**src/rtl/imem_responder.sv**
```systemverilog
// Instruction-memory responder: queues fetch addresses from the IF stage,
// issues in-order reads to the backing memory, returns instruction words with
// one cycle of latency, and supports flushing queued and in-flight fetches.
module imem_responder #(
    parameter int ADDR_LEN = 32,
    parameter int INSN_LEN = 32,
    parameter int DEPTH    = 4
) (
    input  logic                clk_i,
    input  logic                reset_ni,
    input  logic [ADDR_LEN-1:0] iaddr_i,
    input  logic                ireq_i,
    input  logic                kill_i,
    output logic                stall_o,
    output logic [INSN_LEN-1:0] idata_o,
    output logic                ivalid_o,
    output logic                mem_req_o,
    output logic [ADDR_LEN-1:0] mem_addr_o,
    input  logic                mem_gnt_i,
    input  logic                mem_rvalid_i,
    input  logic [INSN_LEN-1:0] mem_rdata_i
);

    // Pointer index width; pointers carry one extra wrap bit on top of it.
    localparam int PW = (DEPTH > 1) ? $clog2(DEPTH) : 1;
    // Counter width: must be able to hold the value DEPTH itself.
    localparam int CW = PW + 1;

    logic [ADDR_LEN-1:0] fifo_mem [DEPTH];
    logic [PW:0]         wr_ptr;
    logic [PW:0]         rd_ptr;
    logic [CW-1:0]       outstanding;
    logic [CW-1:0]       discard;

    logic full;
    logic empty;
    logic push;
    logic pop;
    logic rsp;
    logic [ADDR_LEN-1:0] head_addr;

    // Queue status, handshakes and the memory-side request derived from the head entry.
    always_comb begin
        empty      = (wr_ptr == rd_ptr);
        full       = (wr_ptr[PW-1:0] == rd_ptr[PW-1:0]) && (wr_ptr[PW] != rd_ptr[PW]);
        push       = ireq_i && !full && !kill_i;
        mem_req_o  = !empty && !kill_i && (outstanding < CW'(DEPTH));
        pop        = mem_req_o && mem_gnt_i;
        rsp        = mem_rvalid_i && (outstanding != '0);
        head_addr  = fifo_mem[rd_ptr[PW-1:0]];
        mem_addr_o = {head_addr[ADDR_LEN-1:2], 2'b00};
        stall_o    = full;
    end

    // Address storage; contents need no reset because the pointers define validity.
    always_ff @(posedge clk_i) begin
        if (push) begin
            fifo_mem[wr_ptr[PW-1:0]] <= iaddr_i;
        end
    end

    // Queue pointers; a flush empties the queue by snapping the read pointer to the write pointer.
    always_ff @(posedge clk_i or negedge reset_ni) begin
        if (!reset_ni) begin
            wr_ptr <= '0;
            rd_ptr <= '0;
        end else if (kill_i) begin
            rd_ptr <= wr_ptr;
        end else begin
            if (push) begin
                wr_ptr <= wr_ptr + 1'b1;
            end
            if (pop) begin
                rd_ptr <= rd_ptr + 1'b1;
            end
        end
    end

    // In-flight read count; responses with nothing in flight are ignored entirely.
    always_ff @(posedge clk_i or negedge reset_ni) begin
        if (!reset_ni) begin
            outstanding <= '0;
        end else begin
            outstanding <= outstanding + CW'(pop) - CW'(rsp);
        end
    end

    // Number of stale responses still to be swallowed after a flush.
    always_ff @(posedge clk_i or negedge reset_ni) begin
        if (!reset_ni) begin
            discard <= '0;
        end else if (kill_i) begin
            discard <= outstanding - CW'(rsp);
        end else if (rsp && (discard != '0)) begin
            discard <= discard - 1'b1;
        end
    end

    // Registered response path: forward live read data, suppress stale or flushed data.
    always_ff @(posedge clk_i or negedge reset_ni) begin
        if (!reset_ni) begin
            idata_o  <= '0;
            ivalid_o <= 1'b0;
        end else if (kill_i) begin
            idata_o  <= '0;
            ivalid_o <= 1'b0;
        end else if (rsp && (discard == '0)) begin
            idata_o  <= mem_rdata_i;
            ivalid_o <= 1'b1;
        end else begin
            ivalid_o <= 1'b0;
        end
    end

endmodule

```
**config.mk**
```make
export PLATFORM = sky130hd
export DESIGN_NAME = imem_responder
export DESIGN_NICKNAME = d
export VERILOG_FILES = /design/src/rtl/imem_responder.sv
export SDC_FILE = /design/constraint.sdc
export NUM_CORES = 1
export LEC_CHECK = 0
export ABC_AREA = 0
export CAP_MARGIN = 30
export CORE_UTILIZATION = 44
export CTS_CLUSTER_SIZE = 10
export DETAILED_ROUTE_END_ITERATION = 6
export PLACE_DENSITY = 0.71
export SLEW_MARGIN = 5
export SYNTH_ARGS = -nofsm -noshare
export SYNTH_HDL_FRONTEND = slang
export SYNTH_SLANG_ARGS = --single-unit
```
**constraint.sdc**
```tcl
create_clock -name clk_i -period 2.75 [get_ports clk_i]
set_input_delay 0.55 -clock clk_i [delete_from_list [all_inputs] [get_ports clk_i]]
set_output_delay 0.55 -clock clk_i [all_outputs]
set_load 0.05 [all_outputs]
```
-- Word level (Yosys, flattened, before mapping)
Memory sizes are Yosys's and may differ from the RTL's.
Cells that the tools add are included.
- input port bits: 70
- bits in registers: 45
- memory bits (writable): 128
- memories: 1
- eq/ne operators: 3
- reduce and logical (&&, ||, !) cells: 19
- order comparisons: 1
- bitwise logic cells: 1
- mux-type cells: 10
- $add $sub $neg: 6
- memory list (name ; depth ; width ; read ports ; clocked after Yosys merged registers in ; wr ports ; line ; source):
    fifo_mem ; 4 ; 32 ; 1 ; 0 ; 1 ; 29 ; logic [ADDR_LEN-1:0] fifo_mem [DEPTH];
- operators with widths (cell ; count):
    2-to-1 mux 32 bit ; 2
    2-to-1 mux 3 bit ; 4
    logical AND 1 bit ; 9
    adder 3 x 1 -> 3 bit (second input constant) ; 2
    nonzero test 2 bit ; 3
    nonzero test 3 bit ; 2
    subtractor 3 x 1 -> 3 bit ; 2
    2-to-1 mux 1 bit ; 4
    adder 3 x 1 -> 3 bit ; 1
    == test 3 bit ; 1
    zero test 1 bit ; 3
    zero test 3 bit ; 1
    < comparator 3 bit (second input constant) ; 1
    subtractor 3 x 1 -> 3 bit (second input constant) ; 1
    == test 2 bit ; 1
    AND reduction 2 bit ; 1
    != test 1 bit ; 1
    NOT 1 bit ; 1

-- Logic depth before layout (Yosys ltp)
- word-level depth: 7
- gate-level depth with buffers: 12

-- Worst setup path after synthesis
No wires, ideal clock.
- kind: input -> output
- start point: in kill_i
- end point: out mem_req_o
- arrival: 2.066 ns
- slack: 0.134 ns
- stages on the path: 3
- required time: 2.200 ns
- cells stage by stage: clkbuf_1 clkbuf_1 nor3_1
- cells in the longest elaborated chain, start to end: 3
- ends and longest elaborated chain (item ; line ; source):
    start: declaration ; 13 ; input logic kill_i,
    zero test 1 bit ; 47 ; mem_req_o = !empty && !kill_i && (outstanding < CW'(DEPTH));
    logical AND 1 bit (2 in series) ; 47 ;
    end: declaration ; 17 ; output logic mem_req_o,
Every way passes these cells.

-- Worst setup path after layout
- start point: reg rd_ptr[0]
- end point: out mem_addr_o[25]
- cells in the longest elaborated chain, start to end: 1
- ends and longest elaborated chain (item ; line ; source):
    start: declaration ; 31 ; logic [PW:0] rd_ptr;
    start signal: assignment ; 68 ; rd_ptr <= wr_ptr;
    start signal: assignment ; 74 ; rd_ptr <= rd_ptr + 1'b1;
    memory (4 x 32 bit) ; - ;
    end: declaration ; 18 ; output logic [ADDR_LEN-1:0] mem_addr_o,
Every way passes these cells.

==> flow_summary_export.csv <==
group,metric,value,unit
run_status,outcome,"finished clean",
routing,num_vias,3745,
floorplan,core,14500,um2
worst_setup_path,start_kind,"flop",
floorplan,start_util,44.8,%
clocking,clk_latency,0.41,ns
yosys,synth-xor-area-share,1.97,%
flow_run,maxCapViolations,0,
routing,met1Wirelength,5260,um
clocking,cts_root_buf,"clkbuf_16",
yosys,synth_edf_count,120,
worst_setup_path,cp.arrival,2.02,ns
clocking,cts_tree,"yes",
worst_setup_path,cp.required,2.20,ns
finish,instances_no_fill,727,
finish,final_area,8970,um2
clocking,clkSlewWorstSetupHoldPaths,0.06,ns
yosys,syn_area_per_cell,16.7,um2
finish,syn_to_final_growth,38.2,%
routing,wl_per_cell,17.3,um
yosys,synth-seq-cells,165,
yosys,yosys.area.top_type,"edfxtp_1",
worst_setup_path,r2r-start,"wr_ptr[2]",
routing,vias_per_cell,5.15,
sta,tns,0,ns
worst_setup_path,path_class,"flop to primary output",
yosys,ys_seq_area_share,72.9,%
sta,slew_violations,0,
sta,tightest_slew,0.608,ns
placed_design,routabilityCongestion,0.723,
global_routing,grt_pass1_wl,20100,um
placed_design,hpwl,8010,um
yosys,synthAdderAreaFrac,2.43,%
sta,skew,0.00684,ns
sta,fin_crit_sh,93.5,%
clocking,clock_path_buffers,2,
routing,met2WireLength,6010,um
floorplan,dieArea,15200,um2
finish,mostFrequentLayoutCells,"edfxtp_1 (120), clkdlybuf4s50_1 (99), nand2_1 (68), dfrtp_1 (44)",
worst_hold_path,hold_path.class,"input port to asynchronous set/reset pin",
global_routing,grt_use_total,18.1,%
clocking,cts_buffers,17,
yosys,async_flop_share,27.3,%
clocking,cts_hold_buffers,0,
worst_setup_path,cp_max_fo,32,
global_routing,first_global_vias,4037,
sta,fmax,0.389,GHz
sta,final_hold_viol_count,0,
yosys,synth-compound-area-share,4.26,%
yosys,synth_cell_types,35,
placed_design,port_buffers,132,
finish,drive_gt1_share,20.6,%
yosys,synthCells,389,
floorplan,num_rows,44,
worst_setup_path,reg2regPathDepth,10,
finish,fin_util,62.0,%
worst_setup_path,cp-end-kind,"primary output",
worst_setup_path,startpoint,"rd_ptr[0]",
sta,fin_crit,2.57,ns
placed_design,dp_cells,695,
finish,fin_nets,612,
routing,final_antenna_net_count,0,
sta,slew_headroom,59.3,%
yosys,synthTopCellsByArea,"edfxtp_1 (56%), dfrtp_1 (17%), mux4_2 (10%), nand2_1 (3.9%), a21oi_1 (2.7%)",
yosys,synth_top_flop_cell,"edfxtp_1",
global_routing,grt-ovfl-total,0,
power,vdd_drop_max,0.000423,V
floorplan,die_w,123,um
routing,firstDrtPassIters,4,
sta,rsz0062_at_grt,"false",
yosys,muxShareOfSynthArea,10.6,%
finish,layout_commonest_cell,"edfxtp_1",
floorplan,num_io_pins,137,
floorplan,dieHeight,123,um
yosys,synth_top_family_by_area,"multiplexers",
routing,met3_length,1120,um
power,leakage,3.27,nW
yosys,synth-simple-area-share,5.57,%
yosys,synth-warning-count,0,
yosys,synth_top_area_share,55.5,%
clocking,h-tree-depth,4,
finish,n_antenna_cell,0,
routing,wirelength,12600,um
yosys,synth.cell_area,6490,um2
routing,drt_iter0_drc,194,
routing,drcViolationCount,0,
global_routing,grt_max_degree,42,
power,cellPowerDensity,1120,nW/um2
sta,whs,0.0678,ns
routing,top_layer,"met4",
global_routing,antenna_found_initial,0,
clocking,clock_sinks,165,
placed_design,dpl-instance-area,8380,um2
finish,fill_cells,1039,
sta,setup_violations,0,
critical path, cell delays in order, from the launching register on:
cell and delay, ns:
dfrtp_2 0.39, buf_6 0.40, mux4_2 0.63, buf_12 0.18
area by class of cell:
cell class / count / area (um2) / share of cell area, %
clock inverter: 15 / 164 / 1.83
tap: 184 / 230 / 2.57
sequential: 165 / 4730 / 52.7
timing repair buffer: 142 / 1750 / 19.5
inverter: 13 / 48.8 / 0.544
multi-input combinational: 191 / 1620 / 18.0
clock buffer: 17 / 425 / 4.74
through the flow:
step | power [mW] | worst slack [ns]
2_1_floorplan | 5.88 | 0.134
3_3_place_gp | 7.69 | 0.0145
3_5_place_dp | 7.78 | -0.00221
4_1_cts | 10.1 | 0.122
5_1_grt | 10.5 | 0.0469
6_report | 10.0 | 0.179
layer usage:
metal	global-route usage, %	up-vias
met2	29.1	156
met5	0	-
met4	6.55	0
met3	7.38	16
met1	22.0	1854
li1	-	1719
final timing paths:
| kind | end | slack [ns] |
|---|---|---|
| max | mem_addr_o[25] | 0.18 |
| min | idata_o[27] | 0.07 |
| max reg2reg | outstanding[2] | 0.25 |
| min reg2reg | idata_o[13] | 0.52 |
| max in group asynchronous | ivalid_o | 1.97 |
| min in group clk_i | idata_o[13] | 0.52 |
power by group:
part           total, mW  switching (mW)  internal, mW
clock               2.34           0.923          1.42
combinational       4.43            2.43          2.00
sequential          3.25           0.194          3.06
synthesized netlist by cell type (2+ instances only):
master / number
nor2_1: 5
xor2_1: 3
inv_1: 13
clkbuf_1: 9
o21ai_0: 5
and2_1: 3
nand2_1: 68
buf_2: 8
edfxtp_1: 120
mux4_2: 30
nand2b_1: 3
buf_4: 3
ha_1: 11
dfrtp_1: 45
a31oi_1: 2
nor2b_1: 2
a21oi_1: 35
xnor2_2: 2
xnor2_1: 6
sequential cells by signal, indices dropped and copies added (netlist names):
signal,count
fifo_mem,120
idata_o,32
discard,3
outstanding,3
rd_ptr,3
wr_ptr,3
ivalid_o,1
what timing repair did:
| action | in CTS | in global routing |
|---|---|---|
| buffers inserted | 0 | 0 |
| endpoints found under the setup margin | 20 | 0 |
| gates resized for setup | 1 | 0 |
logic make-up (layout without fill, tap and decap cells):
| kind of cell | Yosys count | in the layout |
|---|---|---|
| AOI/OAI and AO/OA | 47 | 47 |
| buffers and inverters | 34 | 187 |
| adders and majority gates | 12 | 12 |
| muxes | 31 | 31 |
| other | 1 | 2 |
| xor gates and xnor gates | 12 | 12 |
| and+or+nand+nor | 87 | 87 |
| DFF | 165 | 165 |
(Power assumes the default switching activity.)
